**config.mk**
```make
export PLATFORM = sky130hd
export DESIGN_NAME = fifo_buffer
export DESIGN_NICKNAME = d
export VERILOG_FILES = /design/src/rtl/fifo_buffer_pkg.sv /design/src/rtl/fifo_buffer_mem.sv /design/src/rtl/fifo_buffer.sv
export SDC_FILE = /design/constraint.sdc
export NUM_CORES = 1
export LEC_CHECK = 0
export ABC_AREA = 0
export BUFFER_PORTS_ARGS = -buffer_cell sky130_fd_sc_hd__buf_2
export CORE_ASPECT_RATIO = 1.4
export CORE_UTILIZATION = 45
export DETAILED_ROUTE_END_ITERATION = 6
export PLACE_DENSITY = 0.68
export SLEW_MARGIN = 5
export SYNTH_ARGS = -nofsm -noshare
export SYNTH_HDL_FRONTEND = slang
export SYNTH_SLANG_ARGS = --single-unit
```
**constraint.sdc**
```tcl
create_clock -name clk -period 4.8 [get_ports clk]
set_input_delay 0.48 -clock clk [delete_from_list [all_inputs] [get_ports clk]]
set_output_delay 0.48 -clock clk [all_outputs]
set_load 0.01 [all_outputs]
```
**src/rtl/fifo_buffer_pkg.sv**
```systemverilog
// Shared constants, pointer-width helper and flit type for the fifo_buffer slice.
// The optional error flags (macro FIFO_BUFFER_ERR_FLAGS_EN) need nothing from this package.
package fifo_buffer_pkg;

    localparam int DEFAULT_WIDTH = 8;
    localparam int DEFAULT_DEPTH = 8;

    typedef logic [DEFAULT_WIDTH-1:0] flit_t;

    // A 1-bit pointer is still needed for a 2-entry queue.
    function automatic int ptr_width(input int depth);
        return (depth <= 2) ? 1 : $clog2(depth);
    endfunction

endpackage

```
**src/rtl/fifo_buffer_mem.sv**
```systemverilog
// DEPTH x WIDTH register array: one synchronous write port and one asynchronous read port.
// Contents are never reset; occupancy tracking in the parent decides what is valid.
module fifo_buffer_mem #(
    parameter int WIDTH = 8,
    parameter int DEPTH = 8,
    parameter int AW    = 3
) (
    input  logic             clk,
    input  logic             we,
    input  logic [AW-1:0]    waddr,
    input  logic [WIDTH-1:0] wdata,
    input  logic [AW-1:0]    raddr,
    output logic [WIDTH-1:0] rdata
);

    logic [WIDTH-1:0] mem [DEPTH];

    always_ff @(posedge clk) begin
        if (we) begin
            mem[waddr] <= wdata;
        end
    end

    assign rdata = mem[raddr];

endmodule

```
**src/rtl/fifo_buffer.sv**
```systemverilog
// Single-clock flit FIFO for a NoC input port, with global enable freeze.
// Define FIFO_BUFFER_ERR_FLAGS_EN to add sticky overflow/underflow outputs.
module fifo_buffer
    import fifo_buffer_pkg::*;
#(
    parameter int WIDTH = DEFAULT_WIDTH,
    parameter int DEPTH = DEFAULT_DEPTH
) (
    input  logic             clk,
    input  logic             rst,
    input  logic             en,
    input  logic             write,
    input  logic             read,
    input  logic [WIDTH-1:0] Data_in,
    output logic [WIDTH-1:0] Data_out,
    output logic             empty,
`ifdef FIFO_BUFFER_ERR_FLAGS_EN
    output logic             overflow,
    output logic             underflow,
`endif
    output logic             full
);

    localparam int          PW       = ptr_width(DEPTH);
    localparam logic [PW-1:0] PTR_ONE  = PW'(1);
    localparam logic [PW:0]   CNT_ONE  = (PW + 1)'(1);
    localparam logic [PW:0]   CNT_FULL = (PW + 1)'(DEPTH);

    logic [PW-1:0]    wr_ptr;
    logic [PW-1:0]    rd_ptr;
    logic [PW:0]      count;
    logic [WIDTH-1:0] rd_word;
    logic             push;
    logic             pop;

    // Acceptance uses the pre-edge flags, so push and pop are independent.
    assign push  = en & write & ~full;
    assign pop   = en & read & ~empty;
    assign empty = (count == '0);
    assign full  = (count == CNT_FULL);

    fifo_buffer_mem #(
        .WIDTH (WIDTH),
        .DEPTH (DEPTH),
        .AW    (PW)
    ) u_mem (
        .clk   (clk),
        .we    (push),
        .waddr (wr_ptr),
        .wdata (Data_in),
        .raddr (rd_ptr),
        .rdata (rd_word)
    );

    always_ff @(posedge clk) begin
        if (rst) begin
            wr_ptr   <= '0;
            rd_ptr   <= '0;
            count    <= '0;
            Data_out <= '0;
        end else begin
            if (push) begin
                wr_ptr <= wr_ptr + PTR_ONE;
            end
            if (pop) begin
                rd_ptr   <= rd_ptr + PTR_ONE;
                Data_out <= rd_word;
            end
            case ({push, pop})
                2'b10:   count <= count + CNT_ONE;
                2'b01:   count <= count - CNT_ONE;
                default: count <= count;
            endcase
        end
    end

`ifdef FIFO_BUFFER_ERR_FLAGS_EN
    always_ff @(posedge clk) begin
        if (rst) begin
            overflow  <= 1'b0;
            underflow <= 1'b0;
        end else begin
            overflow  <= overflow | (en & write & full);
            underflow <= underflow | (en & read & empty);
        end
    end
`endif

endmodule

```
# Word-level counts from Yosys, hierarchy flattened

Memory sizes are Yosys's and may differ from the RTL's. A register that Yosys moved wholly into a read port is not among the register bits.
Index checks and enable logic that the tools add are counted.

Flip-flop bits (word level): 10
Latch bits: 0
Input port bits: 13
Word-level logic and storage cells: 22
Output and inout port bits: 10
Memories: 1
Bits in read-only memories: 0
Bits in writable memories: 64

Bitwise logic cells: 6
Reduce and logical (&&, ||, !) cells: 2
Shift-type cells: 0
$mul: 0
Muxes and demuxes: 3
Equality and inequality tests: 3
Div/mod/pow operators: 0
Add/subtract/negate cells: 4
Magnitude comparators: 0

Memory list:

| name      | words | width | read ports | clocked after memory_dff | wr ports | RTL line              | text |
|---|---|---|---|---|---|---|---|
| u_mem.mem | 8     | 8     | 1          | 1                        | 1        | fifo_buffer_mem.sv:16 | `logic [WIDTH-1:0] mem [DEPTH];` |

Operators by type and width:

| operator              | number |
|---|---|
| $pmux W4 S2           | 1 |
| $add A3 B1 Y3 const B | 2 |
| $add A4 B1 Y4 const B | 1 |
| $and A1 B1 Y1         | 4 |
| $eq A4 B4 Y1 const B  | 1 |
| $logic_not A4 Y1      | 1 |
| $sub A4 B1 Y4 const B | 1 |
| $eq A2 B1 Y1 const B  | 1 |
| $eq A2 B2 Y1 const B  | 1 |
| $mux W1               | 2 |
| $not A1 Y1            | 2 |
| $reduce_bool A2 Y1    | 1 |

# Logic depth before layout (Yosys ltp)

Depth in word-level cells: 5
Gate-level depth with buffers: 10

# Modules after synthesis

Synthesis repeated with hierarchy kept, for this count alone.

Cell total of the unflattened synthesis: 191
Area total of the unflattened synthesis: 3,360.7 um2

By module, submodules not included:

| module          | times used | cells each | seq. area each (um2) | area an instance (um2) |
|---|---|---|---|---|
| fifo_buffer_mem | 1          | 106        | 1,921.8              | 2,531.2 |
| fifo_buffer     | 1          | 85         | 360.3                | 829.5 |

# Worst setup path before layout

Ideal clock, no wire load.

Kind: flip-flop to flip-flop
From: register count[0]
To: register count[3]
Stages on the path, launching flop included: 10
Path slack: 2.210 ns
Period minus slack after synthesis: 2.590 ns
Data arrival time: 2.520 ns
Path buffers: 1
Cell sequence: dfxtp_1 > or4_4 > and2_4 > buf_6 > ha_1 > ha_1 > a21oi_1 > a21oi_1 > or4_1 > a21oi_1

Cells in the longest elaborated chain, start to end: 5

RTL lines:

| element                                           | RTL line          | text |
|---|---|---|
| from (decl)                                       | fifo_buffer.sv:31 | `logic [PW:0] count;` |
| from (signal assigned)                            | fifo_buffer.sv:70 | `2'b10: count <= count + CNT_ONE;` |
| from (signal assigned)                            | fifo_buffer.sv:71 | `2'b01: count <= count - CNT_ONE;` |
| from (signal assigned)                            | fifo_buffer.sv:72 | `default: count <= count;` |
| $logic_not A4 Y1 (*)                              | fifo_buffer.sv:39 | `assign empty = (count == '0);` |
| $not A1 Y1 (*)                                    | fifo_buffer.sv:38 | `assign pop = en & read & ~empty;` |
| $and A1 B1 Y1 (*)                                 | fifo_buffer.sv:38 |  |
| via pop                                           | fifo_buffer.sv:34 | `logic pop;` |
| $eq A2 B1 Y1 or $eq A2 B2 Y1 (tied branches)      | fifo_buffer.sv:69 | `case ({push, pop})` |
| $pmux W4 S2 or $reduce_bool A2 Y1 (tied branches) | --                |  |

The timed path passes the listed nets; every way through them passes the cells marked *.
A chain may end at the register's enable or synchronous reset.

# Worst setup path in the final report

From: register count[0]
To: register count[3]

Cells in the longest elaborated chain, start to end: 5

RTL lines:

| element                                           | RTL line |
|---|---|
| $eq A4 B4 Y1 or $logic_not A4 Y1 (tied branches)  | fifo_buffer.sv:40, fifo_buffer.sv:39 |
| $not A1 Y1, on equally long branches              | fifo_buffer.sv:37, fifo_buffer.sv:38 |
| $and A1 B1 Y1, on equally long branches           | fifo_buffer.sv:37, fifo_buffer.sv:38 |
| $eq A2 B1 Y1 or $eq A2 B2 Y1 (tied branches)      | fifo_buffer.sv:69 |
| $pmux W4 S2 or $reduce_bool A2 Y1 (tied branches) | -- |

Parallel ways exist; a longest one is shown, timed or not.

==> results.py <==
metrics = {
    "global_route": {
        "grt_max_degree": 19,
        "antenna_found_initial": 0,
        "grt_pass1_vias": 1678,
        "grt.overflow.total": 0,
        "grt.total_usage": 0.171,
        "grt_pass1_wl_um": 8840,
    },
    "die": {
        "design.die.area_um2": 7590,
        "die_y_um": 103,
        "rows": 36,
        "core-area_um2": 6980,
        "initial_core_util": 0.467,
        "pin_count": 23,
        "chipWidth_um": 73.9,
    },
    "clock_tree": {
        "clockRootBuffer": "clkbuf_8",
        "clkTransAtPathRegs_ns": 0.09,
        "tritoncts": "done",
        "cts_buffer_depth": 2,
        "cts_num_sinks": 82,
        "hold_buffers": 0,
        "numCtsBuffers": 9,
        "cts-htree-levels": 3,
        "worst_skew_pair.late_latency_ns": 0.35,
        "ctsResizeCount": 0,
        "cts_setup_buffers": 0,
    },
    "sta": {
        "relSlewSlack": 0.370,
        "rsz0062_at_grt": "no",
        "hold_viol_final": 0,
        "min_period_ns": 2.67,
        "timing.final.crit_share": 0.557,
        "fin_worst_skew_ns": 0.0123,
        "drv_slew": 0,
        "finalSetupTns_ns": 0,
        "setup-violations-final": 0,
        "fmax_mhz": 374,
        "worst_slew_pin_slew_ns": 0.941,
    },
    "yosys": {
        "synthFlopType": "edfxtp_1",
        "ys_types": 36,
        "synth_largest_area_cell": "edfxtp_1",
        "synth_warnings": 0,
        "synth_seq_cells": 82,
        "seq_area_frac_synth": 0.700,
        "netlist_instances": 193,
        "yosysTopAreaCellShare": 0.589,
        "syn-cell-area_um2": 3260,
        "ys_top_cells_by_area": "edfxtp_1 59%, dfxtp_1 11%, mux4_2 11%",
        "syn-num-nets": 212,
        "synth_edf_count": 64,
        "synth.avg_cell_area_um2": 16.9,
        "async_flop_share": 0,
    },
    "worst_setup_path": {
        "path_max_fanout": 11,
        "cp.arrival_ns": 2.95,
        "critical_path_class": "flip-flop to flip-flop",
        "end_kind": "flip-flop",
        "startpoint_type": "flip-flop",
        "critical_path_required_ns": 5.08,
    },
    "detailed_routing": {
        "firstDrtPassIters": 4,
        "drt_iter0_drc": 78,
        "drcViolationCount": 0,
        "viasPerCell": 5.33,
        "wirelength_um": 5700,
        "routedWlPerCell_um": 17.8,
        "vias": 1704,
        "ant_nets": 0,
    },
    "power": {
        "leakagePower_uw": 0.00122,
        "power.density_nw_per_um2": 386,
        "peakVddDrop_v": 0.000197,
    },
    "layout": {
        "antenna_cells": 0,
        "drive_above_1_share": 0.311,
        "fillers": 573,
        "final_net_count": 239,
        "fin_cells": 320,
        "area_growth_pct": 12.4,
    },
    "job": {
        "cap_violations": 0,
    },
    "place": {
        "portBuffers": 22,
        "gp_congestion": 0.825,
        "place_inst": 304,
        "dp_hpwl_um": 3560,
    },
    "min_path": {
        "worstHoldPathType": "input port to flip-flop",
    },
    "status": {
        "outcome": "complete, no violations",
    },
}
[per-layer routing]
metal,track usage,part of all wire,up-vias
met2,0.276,0.52,48
met1,0.209,0.41,849
li1,-,-,797
met3,0.0499,0.044,10
met4,0.0873,0.020,0
met5,0,0,-
[sequential cells by signal (all words and copies together) (netlist names)]
| signal | flops |
|---|---|
| Data_out | 8 |
| count | 4 |
| rd_ptr | 3 |
| u_mem.mem | 64 |
| wr_ptr | 3 |
[kinds of logic (layout without fill, tap and decap cells)]
logic type | Yosys count | count (layout) | share of synthesized area
compound gates | 15 | 15 | 0.0280
xor+xnor | 6 | 6 | 0.0184
fa+ha+maj | 6 | 6 | 0.0253
buf+inv | 15 | 47 | 0.0307
flops | 82 | 82 | 0.700
mux | 17 | 17 | 0.114
simple gates | 52 | 52 | 0.0840
[placed cells by master (no fill, tap or decap), drive strengths merged, types with 2 or more instances in the layout]
cell	Yosys	final
dfxtp	18	18
nor3	12	12
nand2b	2	2
nor2	21	21
xor2	3	3
clkbuf	3	11
ha	5	5
buf	5	24
or4	2	2
xnor2	3	3
edfxtp	64	64
and3	2	2
clkinv	1	4
and2	2	2
nand2	4	4
o22ai	8	8
a21oi	6	6
nand3	4	4
inv	6	6
mux4	16	16
[where the power goes]
part	switching, µW	internal [µW]
Sequential	12.7	782
Combinational	65.0	54.9
Clock	236	266
[worst paths after layout]
path | from | end | slack [ns] | depth (start not counted)
setup / recovery | count[0] | count[3] | 2.13 | 8
hold / removal | Data_in[0] | u_mem.mem[1][0] | 0.39 | 1
setup reg to reg | count[0] | count[3] | 2.13 | 8
hold reg to reg | Data_out[6] | Data_out[6] | 0.49 | 2
[layout make-up]
type	instances	area, µm²	area share
clock buffer	11	151	0.0413
clock inverter	5	52.6	0.0143
inverter	7	31.3	0.00853
multi-input combinational	96	905	0.247
sequential	82	2280	0.623
tap	95	119	0.0324
timing repair buffer	24	125	0.0341
[through the flow]
step | instance area (µm²) | total power (µW) | hold slack, ns | util | worst slack, ns
6_report | 3670 | 1420 | 0.390 | 0.525 | 2.13
5_1_grt | 3670 | 1470 | 0.382 | 0.525 | 1.99
4_1_cts | 3670 | 1430 | 0.373 | 0.525 | 2.12
3_5_place_dp | 3460 | 932 | 0.483 | 0.496 | 2.14
3_3_place_gp | 3460 | 931 | 0.476 | 0.496 | 2.19
2_1_floorplan | 3260 | 898 | 0.458 | - | 2.21
[Yosys cell counts, types with 2 or more instances]
library cell / instances
buf_6: 3
nand2b_1: 2
inv_1: 6
nor2_1: 21
nand2_1: 4
xor2_1: 3
a21oi_1: 5
ha_1: 5
dfxtp_1: 18
nand3_2: 2
nor3_1: 12
edfxtp_1: 64
o22ai_1: 8
nand3_1: 2
xnor2_1: 2
mux4_2: 16
[critical path, cell delays in order, from the launching register on]
cell,delay (ns)
dfxtp_1,0.36
or4_4,0.57
and2_4,0.22
ha_1,0.23
ha_1,0.33
a21oi_1,0.18
a21oi_1,0.10
or4_1,0.48
a21oi_1,0.15
No activity file was read; power rests on OpenSTA's default activity.
